[src/rtl/lsu_bus_master.sv]
// Data-memory bus initiator: one outstanding load or store over split read/write channels.
// Store lanes and load extension are resolved here so the pipeline only sees aligned data.
module lsu_bus_master #(
    parameter bit MISALIGN_CHK = 1'b1
) (
    input  logic        clk,
    input  logic        rst,
    input  logic        req_valid,
    output logic        req_ready,
    input  logic        req_wen,
    input  logic [31:0] req_addr,
    input  logic [31:0] req_wdata,
    input  logic [2:0]  req_type,
    output logic        resp_valid,
    input  logic        resp_ready,
    output logic [31:0] resp_rdata,
    output logic        resp_err,
    output logic [31:0] araddr,
    output logic        arvalid,
    input  logic        arready,
    input  logic [31:0] rdata,
    input  logic        rresp,
    input  logic        rvalid,
    output logic        rready,
    output logic [31:0] awaddr,
    output logic        awvalid,
    input  logic        awready,
    output logic [31:0] wdata,
    output logic [3:0]  wstrb,
    output logic        wvalid,
    input  logic        wready,
    input  logic        bresp,
    input  logic        bvalid,
    output logic        bready
);
    typedef enum logic [2:0] {S_IDLE, S_RADDR, S_RDATA, S_WRITE, S_WRESP, S_RESP} state_e;

    state_e      state_q, state_d;
    logic [31:0] addr_q, addr_d;
    logic [2:0]  type_q, type_d;
    logic [31:0] wdata_q, wdata_d;
    logic [3:0]  wstrb_q, wstrb_d;
    logic        aw_done_q, aw_done_d;
    logic        w_done_q, w_done_d;
    logic [31:0] rdata_q, rdata_d;
    logic        err_q, err_d;

    logic [1:0]  req_off;
    logic [1:0]  req_size;       // 0 byte, 1 half, 2 word, 3 illegal type
    logic        req_misaligned;
    logic [3:0]  st_strb;
    logic [31:0] st_data;
    logic [31:0] ld_shifted;
    logic [31:0] ld_ext;

    always_comb begin
        req_off = req_addr[1:0];
        case (req_type)
            3'd0, 3'd3: req_size = 2'd0;
            3'd1, 3'd4: req_size = 2'd1;
            3'd2:       req_size = 2'd2;
            default:    req_size = 2'd3;
        endcase
        req_misaligned = ((req_size == 2'd1) && req_off[0]) ||
                         ((req_size == 2'd2) && (req_off != 2'd0));
        case (req_size)
            2'd0: begin
                st_strb = 4'b0001 << req_off;
                st_data = {4{req_wdata[7:0]}};
            end
            2'd1: begin
                st_strb = 4'b0011 << req_off;
                st_data = {2{req_wdata[15:0]}};
            end
            default: begin
                st_strb = 4'b1111;
                st_data = req_wdata;
            end
        endcase
    end

    // Lanes above the top byte shift in as zero, so a half at offset 3 loads an empty upper half.
    always_comb begin
        ld_shifted = rdata >> {addr_q[1:0], 3'b000};
        case (type_q)
            3'd0:    ld_ext = {{24{ld_shifted[7]}}, ld_shifted[7:0]};
            3'd1:    ld_ext = {{16{ld_shifted[15]}}, ld_shifted[15:0]};
            3'd2:    ld_ext = ld_shifted;
            3'd3:    ld_ext = {24'h0, ld_shifted[7:0]};
            3'd4:    ld_ext = {16'h0, ld_shifted[15:0]};
            default: ld_ext = 32'h0;
        endcase
    end

    // NOTE: every output and next-state value gets a default first so no path infers a latch.
    always_comb begin
        state_d    = state_q;
        addr_d     = addr_q;
        type_d     = type_q;
        wdata_d    = wdata_q;
        wstrb_d    = wstrb_q;
        aw_done_d  = aw_done_q;
        w_done_d   = w_done_q;
        rdata_d    = rdata_q;
        err_d      = err_q;
        req_ready  = 1'b0;
        arvalid    = 1'b0;
        rready     = 1'b0;
        awvalid    = 1'b0;
        wvalid     = 1'b0;
        bready     = 1'b0;
        resp_valid = 1'b0;

        case (state_q)
            S_IDLE: begin
                req_ready = 1'b1;
                if (req_valid) begin
                    addr_d  = req_addr;
                    type_d  = req_type;
                    rdata_d = 32'h0;
                    err_d   = 1'b0;
                    if (req_wen) begin
                        wdata_d = st_data;
                        wstrb_d = st_strb;
                    end
                    if ((req_size == 2'd3) || (MISALIGN_CHK && req_misaligned)) begin
                        err_d   = 1'b1;
                        state_d = S_RESP;
                    end else if (req_wen) begin
                        state_d = S_WRITE;
                    end else begin
                        state_d = S_RADDR;
                    end
                end
            end
            S_RADDR: begin
                arvalid = 1'b1;
                if (arready) state_d = S_RDATA;
            end
            S_RDATA: begin
                rready = 1'b1;
                if (rvalid) begin
                    rdata_d = ld_ext;
                    err_d   = rresp;
                    state_d = S_RESP;
                end
            end
            S_WRITE: begin
                // Address and data channels retire independently, in any order.
                awvalid   = !aw_done_q;
                wvalid    = !w_done_q;
                aw_done_d = aw_done_q | (awvalid & awready);
                w_done_d  = w_done_q | (wvalid & wready);
                if (aw_done_d && w_done_d) begin
                    aw_done_d = 1'b0;
                    w_done_d  = 1'b0;
                    state_d   = S_WRESP;
                end
            end
            S_WRESP: begin
                bready = 1'b1;
                if (bvalid) begin
                    err_d   = bresp;
                    state_d = S_RESP;
                end
            end
            S_RESP: begin
                resp_valid = 1'b1;
                if (resp_ready) state_d = S_IDLE;
            end
            default: state_d = S_IDLE;
        endcase
    end

    // NOTE: state registers use non-blocking assignments so all flops update together at the edge.
    always_ff @(posedge clk or posedge rst) begin
        if (rst) begin
            state_q   <= S_IDLE;
            addr_q    <= 32'h0;
            type_q    <= 3'd0;
            wdata_q   <= 32'h0;
            wstrb_q   <= 4'h0;
            aw_done_q <= 1'b0;
            w_done_q  <= 1'b0;
            rdata_q   <= 32'h0;
            err_q     <= 1'b0;
        end else begin
            state_q   <= state_d;
            addr_q    <= addr_d;
            type_q    <= type_d;
            wdata_q   <= wdata_d;
            wstrb_q   <= wstrb_d;
            aw_done_q <= aw_done_d;
            w_done_q  <= w_done_d;
            rdata_q   <= rdata_d;
            err_q     <= err_d;
        end
    end

    assign araddr     = {addr_q[31:2], 2'b00};
    assign awaddr     = {addr_q[31:2], 2'b00};
    assign wdata      = wdata_q;
    assign wstrb      = wstrb_q;
    assign resp_rdata = rdata_q;
    assign resp_err   = err_q;

endmodule
[config.mk]
export PLATFORM = sky130hd
export DESIGN_NAME = lsu_bus_master
export DESIGN_NICKNAME = d
export VERILOG_FILES = /design/src/rtl/lsu_bus_master.sv
export SDC_FILE = /design/constraint.sdc
export NUM_CORES = 1
export LEC_CHECK = 0
export ABC_AREA = 1
export BUFFER_PORTS_ARGS = -buffer_cell sky130_fd_sc_hd__buf_4
export CORE_UTILIZATION = 30
export CTS_CLUSTER_SIZE = 8
export DETAILED_ROUTE_END_ITERATION = 10
export GPL_TIMING_DRIVEN = 0
export PLACE_DENSITY = 0.61
export REMOVE_ABC_BUFFERS = 1
export SYNTH_ARGS = -nofsm -noshare
export SYNTH_HDL_FRONTEND = slang
export SYNTH_SLANG_ARGS = --single-unit
[constraint.sdc]
create_clock -name clk -period 5.55 [get_ports clk]
set_input_delay 1.11 -clock clk [delete_from_list [all_inputs] [get_ports clk]]
set_output_delay 1.11 -clock clk [all_outputs]
set_load 0.02 [all_outputs]
==> flow_summary.ini, run 1 <==
[global_routing]
grt_max_degree = 63
grt_pass1_vias = 5304
globalRouteOverflowTotal = 0
grt_pass1_wl_um = 27600
track_usage = 0.171
antenna_found_initial = 0

[critical_path]
path_buf_inv = 4
path_delay_family = simple AND/OR/NAND/NOR gates
crit_fanout = 42
reg2reg_slack_ns = 2.65
crit_chain = buf_4 -> inv_1 -> nor2_4 -> inv_2 -> nand2_2 -> nand2_4 -> inv_2 -> nand2_1 -> nand2_1
crit_cells = 9
reg2regPathDepth = 9
cp.required_ns = 5.84
slowest_stage = nor2_4
crit_path_end_kind = flop
worst_ep_arrival_time_ns = 3.33
slowest_delay_ns = 0.72
reg2reg_to = resp_rdata[29]
critPathLaunchType = input port
timing.rr.start = state_q[1]
path_class = input port to flop

[routing]
dr.pass1.iters = 5
antenna_left = 0
drc = 0
vias = 5693
wl_um = 17600
routed_via_density = 4.42
drtIter0Drc = 308
avgRoutedWirePerCell_um = 13.7

[sta]
clock.fmax_mhz = 329
setup_viol_count_final = 0
slew_headroom = 0.105
clock_skew_ns = 0.00878
worst_pin_slew_ns = 1.34
rsz0062_at_grt = no
min_period_over_period = 0.548
fin_crit_ns = 3.04
hold_violations = 0
slew_viol_final = 0

[die]
die_y_um = 144
die_w_um = 144
ios = 251
rows = 51
coreArea_sq_um = 19700
die-area_sq_um = 20900
start_util = 0.310

[logic_synthesis]
seq_area_frac_synth = 0.448
syn_inst = 857
synthTopCellsByCount = 380 x nand2_1, 109 x dfrtp_1, 72 x inv_1
synth_edf_count = 0
yosysWarnings = 0
syn_area_per_cell_sq_um = 7.10
synthDistinctLibCells = 25
synth.most_common_cell = nand2_1
ys_ff_latch = 109
async_reset_ff_frac = 1.00
ys.flop_type = dfrtp_1
synth_area_leaders = dfrtp_1 45%, nand2_1 23%, buf_4 8.3%
synth_top_area_cell = dfrtp_1
syn_area_sq_um = 6090
yosys.area.top_type_share = 0.448

[job]
maxCapViolations = 0

[power]
pwr_density_cell_nw_per_um2 = 543
total_power_uw = 4310
peakVddDrop_v = 0.000270
p_leak_uw = 0.00463

[clock_network]
clock-root-buffer = clkbuf_16
cts_resized = 0
ctsHtreeMaxLevel = 3
clock_latency_ns = 0.35
clockBufferDepth = 2
cts_buffers = 9
cts_tree = yes
post_cts_buffers = 0
clkTransAtPathRegs_ns = 0.08
cts_hold_buf = 0
clock-sinks = 109

[final_layout]
fin_nets = 1128
antenna_cells = 0
stdcell_area_sq_um = 7940
drive_gt1_frac = 0.279
final.fill_count = 2141
syn2layout_area_growth_pct = 30.5

[min_path]
holdPathEnd = resp_rdata[22]
hold_depth = 2
hold_path.class = flop to flop
worstHoldStart = resp_rdata[22]

[placed_design]
routabilityCongestion = 0.809
port-buffer-count = 246
place_area_sq_um = 7650
post-dp-hpwl_um = 12600

[run_status]
status = completed
[power breakdown]
group / internal (uW) / switching (uW) / leakage, uW / total (uW)
registers: 1110 / 279 / 0.00137 / 1390
logic: 891 / 1390 / 0.00312 / 2280
clock network: 333 / 310 / 0.000143 / 643
total: 2330 / 1980 / 0.00463 / 4310
[metrics by stage]
step / worst slack (ns) / utilization / setup TNS, ns / hold WS (ns) / std cells
floorplan: 1.57 / - / 0 / 0.542 / 758
global route: 2.15 / 0.404 / 0 / 0.506 / 1287
detailed placement: 2.04 / 0.389 / 0 / 0.466 / 1271
finish: 2.51 / 0.404 / 0 / 0.482 / 1287
global placement: -0.0947 / 0.387 / -9.11 / 0.464 / 1269
CTS: 2.42 / 0.404 / 0 / 0.487 / 1287
[sequential cells by signal, indices dropped and copies added, names as in the netlist]
signal / flops
addr_q: 32
resp_err: 1
wstrb: 4
wdata: 32
resp_rdata: 32
type_q: 3
w_done_q: 1
aw_done_q: 1
state_q: 3
[cell usage in the layout, fill, tap and decap left out, drive strengths merged, types with 4 or more instances in the layout]
cell type,instances
a21oi,34
buf,248
clkbuf,12
conb,4
dfrtp,109
inv,78
nand2,383
nand3,42
nand4,6
nor2,26
nor3,4
o21ai,58
or2,10
[worst register-to-register path, delay by kind of cell (launching register included)]
kind,cells,cell delay [ns]
buffers and inverters,2,0.83
AND/OR/NAND/NOR,7,1.53
flip-flops,1,0.49
[layout make-up]
class / count / area (sq um) / share of cell area
Timing Repair Buffer: 248 / 1890 / 0.239
Sequential cell: 109 / 2730 / 0.343
Multi-Input combinational cell: 572 / 2410 / 0.303
Clock inverter: 4 / 31.3 / 0.00394
Inverter: 77 / 294 / 0.0370
Tap cell: 265 / 332 / 0.0417
Clock buffer: 12 / 256 / 0.0323
[cell families after synthesis]
kind of cell	Yosys count	share of synthesized area
buffers and inverters	179	0.159
DFF	109	0.448
other	1	0.000616
and+or+nand+nor	474	0.314
AOI/OAI and AO/OA	94	0.0781
[worst max-delay path by stage]
stage	from	endpoint	slack, ns
finish	req_valid	resp_rdata[29]	2.51
global route	req_valid	resp_rdata[22]	2.15
CTS	req_valid	resp_rdata[29]	2.42
detailed placement	req_valid	resp_rdata[29]	2.04
global placement	rst	addr_q[12]	-0.09
floorplan	rst	addr_q[0]	1.57
[per-layer routing]
metal | GRT usage | vias up | wire length, um | part of all wire
li1 | - | 2887 | - | -
met1 | 0.221 | 2615 | 7740 | 0.44
met2 | 0.280 | 176 | 8320 | 0.47
met3 | 0.0457 | 15 | 1240 | 0.070
met4 | 0.0449 | 0 | 269 | 0.015
met5 | 0 | - | 0 | 0
(Power assumes the default switching activity.)
==> run 2, diff against run 1 <==
--- a/config.mk
+++ b/config.mk
@@ -11,7 +11,7 @@
 export CTS_CLUSTER_SIZE = 8
 export DETAILED_ROUTE_END_ITERATION = 10
 export GPL_TIMING_DRIVEN = 0
-export PLACE_DENSITY = 0.61
+export PLACE_DENSITY = 0.63
 export REMOVE_ABC_BUFFERS = 1
 export SYNTH_ARGS = -nofsm -noshare
 export SYNTH_HDL_FRONTEND = slang
==> constraint.sdc (replaced) <==
create_clock -name clk -period 2.6 [get_ports clk]
set_input_delay 0.52 -clock clk [delete_from_list [all_inputs] [get_ports clk]]
set_output_delay 0.52 -clock clk [all_outputs]
set_load 0.02 [all_outputs]
==> run 2 against run 1 <==
Effect of this change: routed wire length is 1.4% higher; clock-buffer cell count is 2 lower; power is 120% higher; utilization is 0.42 points higher; largest power group unchanged; global-route usage is 0.17 points lower; via count is 0.69% higher; critical path depth stayed put; clock power is 150% higher; sequential power is 110% higher; largest cell class unchanged; combinational power is 120% higher.
==> flow_summary.ini, run 2 (same netlist as run 1, synthesis figures left out) <==
[power]
power.internal_uw = 5170
sw_frac_of_total = 0.453
p_sw_uw = 4290
power_frac_comb = 0.519
total_power_uw = 9460
peakVddDrop_v = 0.000540
pwr_density_cell_nw_per_um2 = 1180
seqPwrFrac = 0.312
p_leak_uw = 0.00466
pwr-share-clk = 0.168

[clock_network]
cts_tree = yes
clock-sinks = 109
clkTransAtPathRegs_ns = 0.08
post_cts_buffers = 0
ctsHtreeMaxLevel = 3
cts_buffers = 9
cts_hold_buf = 0
clock-root-buffer = clkbuf_16
clockBufferDepth = 2
clock_latency_ns = 0.36

[final_layout]
final.fill_count = 2113
drive_gt1_frac = 0.286
final_common_cell = nand2_1
mostFrequentLayoutCells = 379 x nand2_1, 246 x buf_4, 107 x dfrtp_1
antenna_cells = 0
syn2layout_area_growth_pct = 31.8
fin_nets = 1131

[die]
die-area_sq_um = 20900
die_y_um = 144
rows = 51
die_w_um = 144
ios = 251
coreArea_sq_um = 19700
start_util = 0.310

[sta]
setup_viol_count_final = 0
clock_skew_ns = 0.00994
slew_headroom = 0.115
hold_violations = 0
slew_viol_final = 0
setup_ws_ns = 0.260
rsz0062_at_grt = no
worst_pin_slew_ns = 1.32
min_period_over_period = 0.900
tns_ns = 0
fin_crit_ns = 2.34
hold_slack_ns = 0.161
clock.fmax_mhz = 427

[routing]
wl_um = 17800
avgRoutedWirePerCell_um = 13.8
antenna_left = 0
drc = 0
routed_via_density = 4.44
drtIter0Drc = 279
dr.pass1.iters = 5
vias = 5732

[min_path]
hold_path.class = input port to asynchronous set/reset pin

[critical_path]
path_delay_family = simple AND/OR/NAND/NOR gates
path_buf_inv = 2
slowest_delay_ns = 0.48
cp.required_ns = 2.89
startpoint = state_q[1]
worst_ep_arrival_time_ns = 2.63
critPathLaunchType = flop
crit_fanout = 31
crit_chain = nor2_4 -> nand2_2 -> nor2_4 -> inv_2 -> nand2_2 -> nand2_4 -> inv_2 -> nand2_1 -> nand2_1
crit_path_end_kind = flop
timing.rr.start = state_q[1]
slowest_stage = dfrtp_1
path_class = flop to flop

[global_routing]
grt_pass1_vias = 5340
track_usage = 0.169
antenna_found_initial = 0
grt_pass1_wl_um = 27300
grt_max_degree = 70
globalRouteOverflowTotal = 0

[placed_design]
post-dp-hpwl_um = 12500
preCtsSetupSlack_ns = -0.395
routabilityCongestion = 0.823
port-buffer-count = 246

[run_status]
status = completed

[job]
maxCapViolations = 0
[run 2: cell types whose count changed in the layout (fill, tap and decap cells not counted), sizes merged]
cell	previous run	this run
nor2	26	28
bufinv	0	2
inv	78	79
clkinv	3	1
clkbuf	12	10
clkinvlp	0	2
[run 2: worst register-to-register path, stage by stage, from the launching register on]
cell and delay [ns]:
dfrtp_1 0.48, nor2_4 0.18, nand2_2 0.16, nor2_4 0.31
inv_2 0.31, nand2_2 0.19, nand2_4 0.11, inv_2 0.35
nand2_1 0.12, nand2_1 0.07
[run 2: worst paths after layout]
path / endpoint / slack (ns) / depth (start not counted)
max: resp_rdata[14] / 0.26 / 9
max reg2reg: resp_rdata[14] / 0.26 / 9
min in group clk: addr_q[10] / 0.35 / 3
min: resp_rdata[12] / 0.16 / 2
max in group asynchronous: addr_q[19] / 1.75 / 3
min reg2reg: wdata[19] / 0.49 / 2
[run 2: layer usage]
| layer | part of all wire | routed length, um | track usage |
|---|---|---|---|
| met2 | 0.48 | 8490 | 0.284 |
| met3 | 0.072 | 1290 | 0.0480 |
| met1 | 0.45 | 7940 | 0.217 |
| met4 | 0.0054 | 97 | 0.0310 |
| met5 | 0 | 0 | 0 |
[run 2: layout make-up]
cell class                 count  area [sq um]  share of cell area
clock buffer                  10           239              0.0298
timing repair inverter         1          5.00            0.000624
inverter                      77           298              0.0371
timing repair buffer         248          1890               0.236
multi-input combinational    574          2420               0.302
tap                          265           332              0.0413
clock inverter                 6           103              0.0128
sequential                   109          2730               0.340
[run 2: per-stage QoR]
| stage | util | instance area [sq um] | std cells |
|---|---|---|---|
| final | 0.408 | 8030 | 1290 |
| after global routing | 0.408 | 8030 | 1290 |
| after CTS | 0.408 | 8010 | 1289 |
| after detailed placement | 0.389 | 7650 | 1271 |
| after global placement | 0.387 | 7600 | 1269 |
| after floorplan | - | 5420 | 758 |
[run 2: what timing repair did]
item                       CTS  global route
gates cloned                 2             1
gates resized for setup      1             3
setup endpoints to repair   63            24
pin swaps                    1             0
[run 2: power by group through the flow]
stage | Sequential (uW) | Combinational (uW) | Clock [uW]
floorplan | 3890 | 1830 | 0
global placement | 2960 | 4860 | 0
detailed placement | 2970 | 4910 | 0
CTS | 2950 | 4950 | 1640
global route | 3050 | 5430 | 1700
finish | 2960 | 4910 | 1590
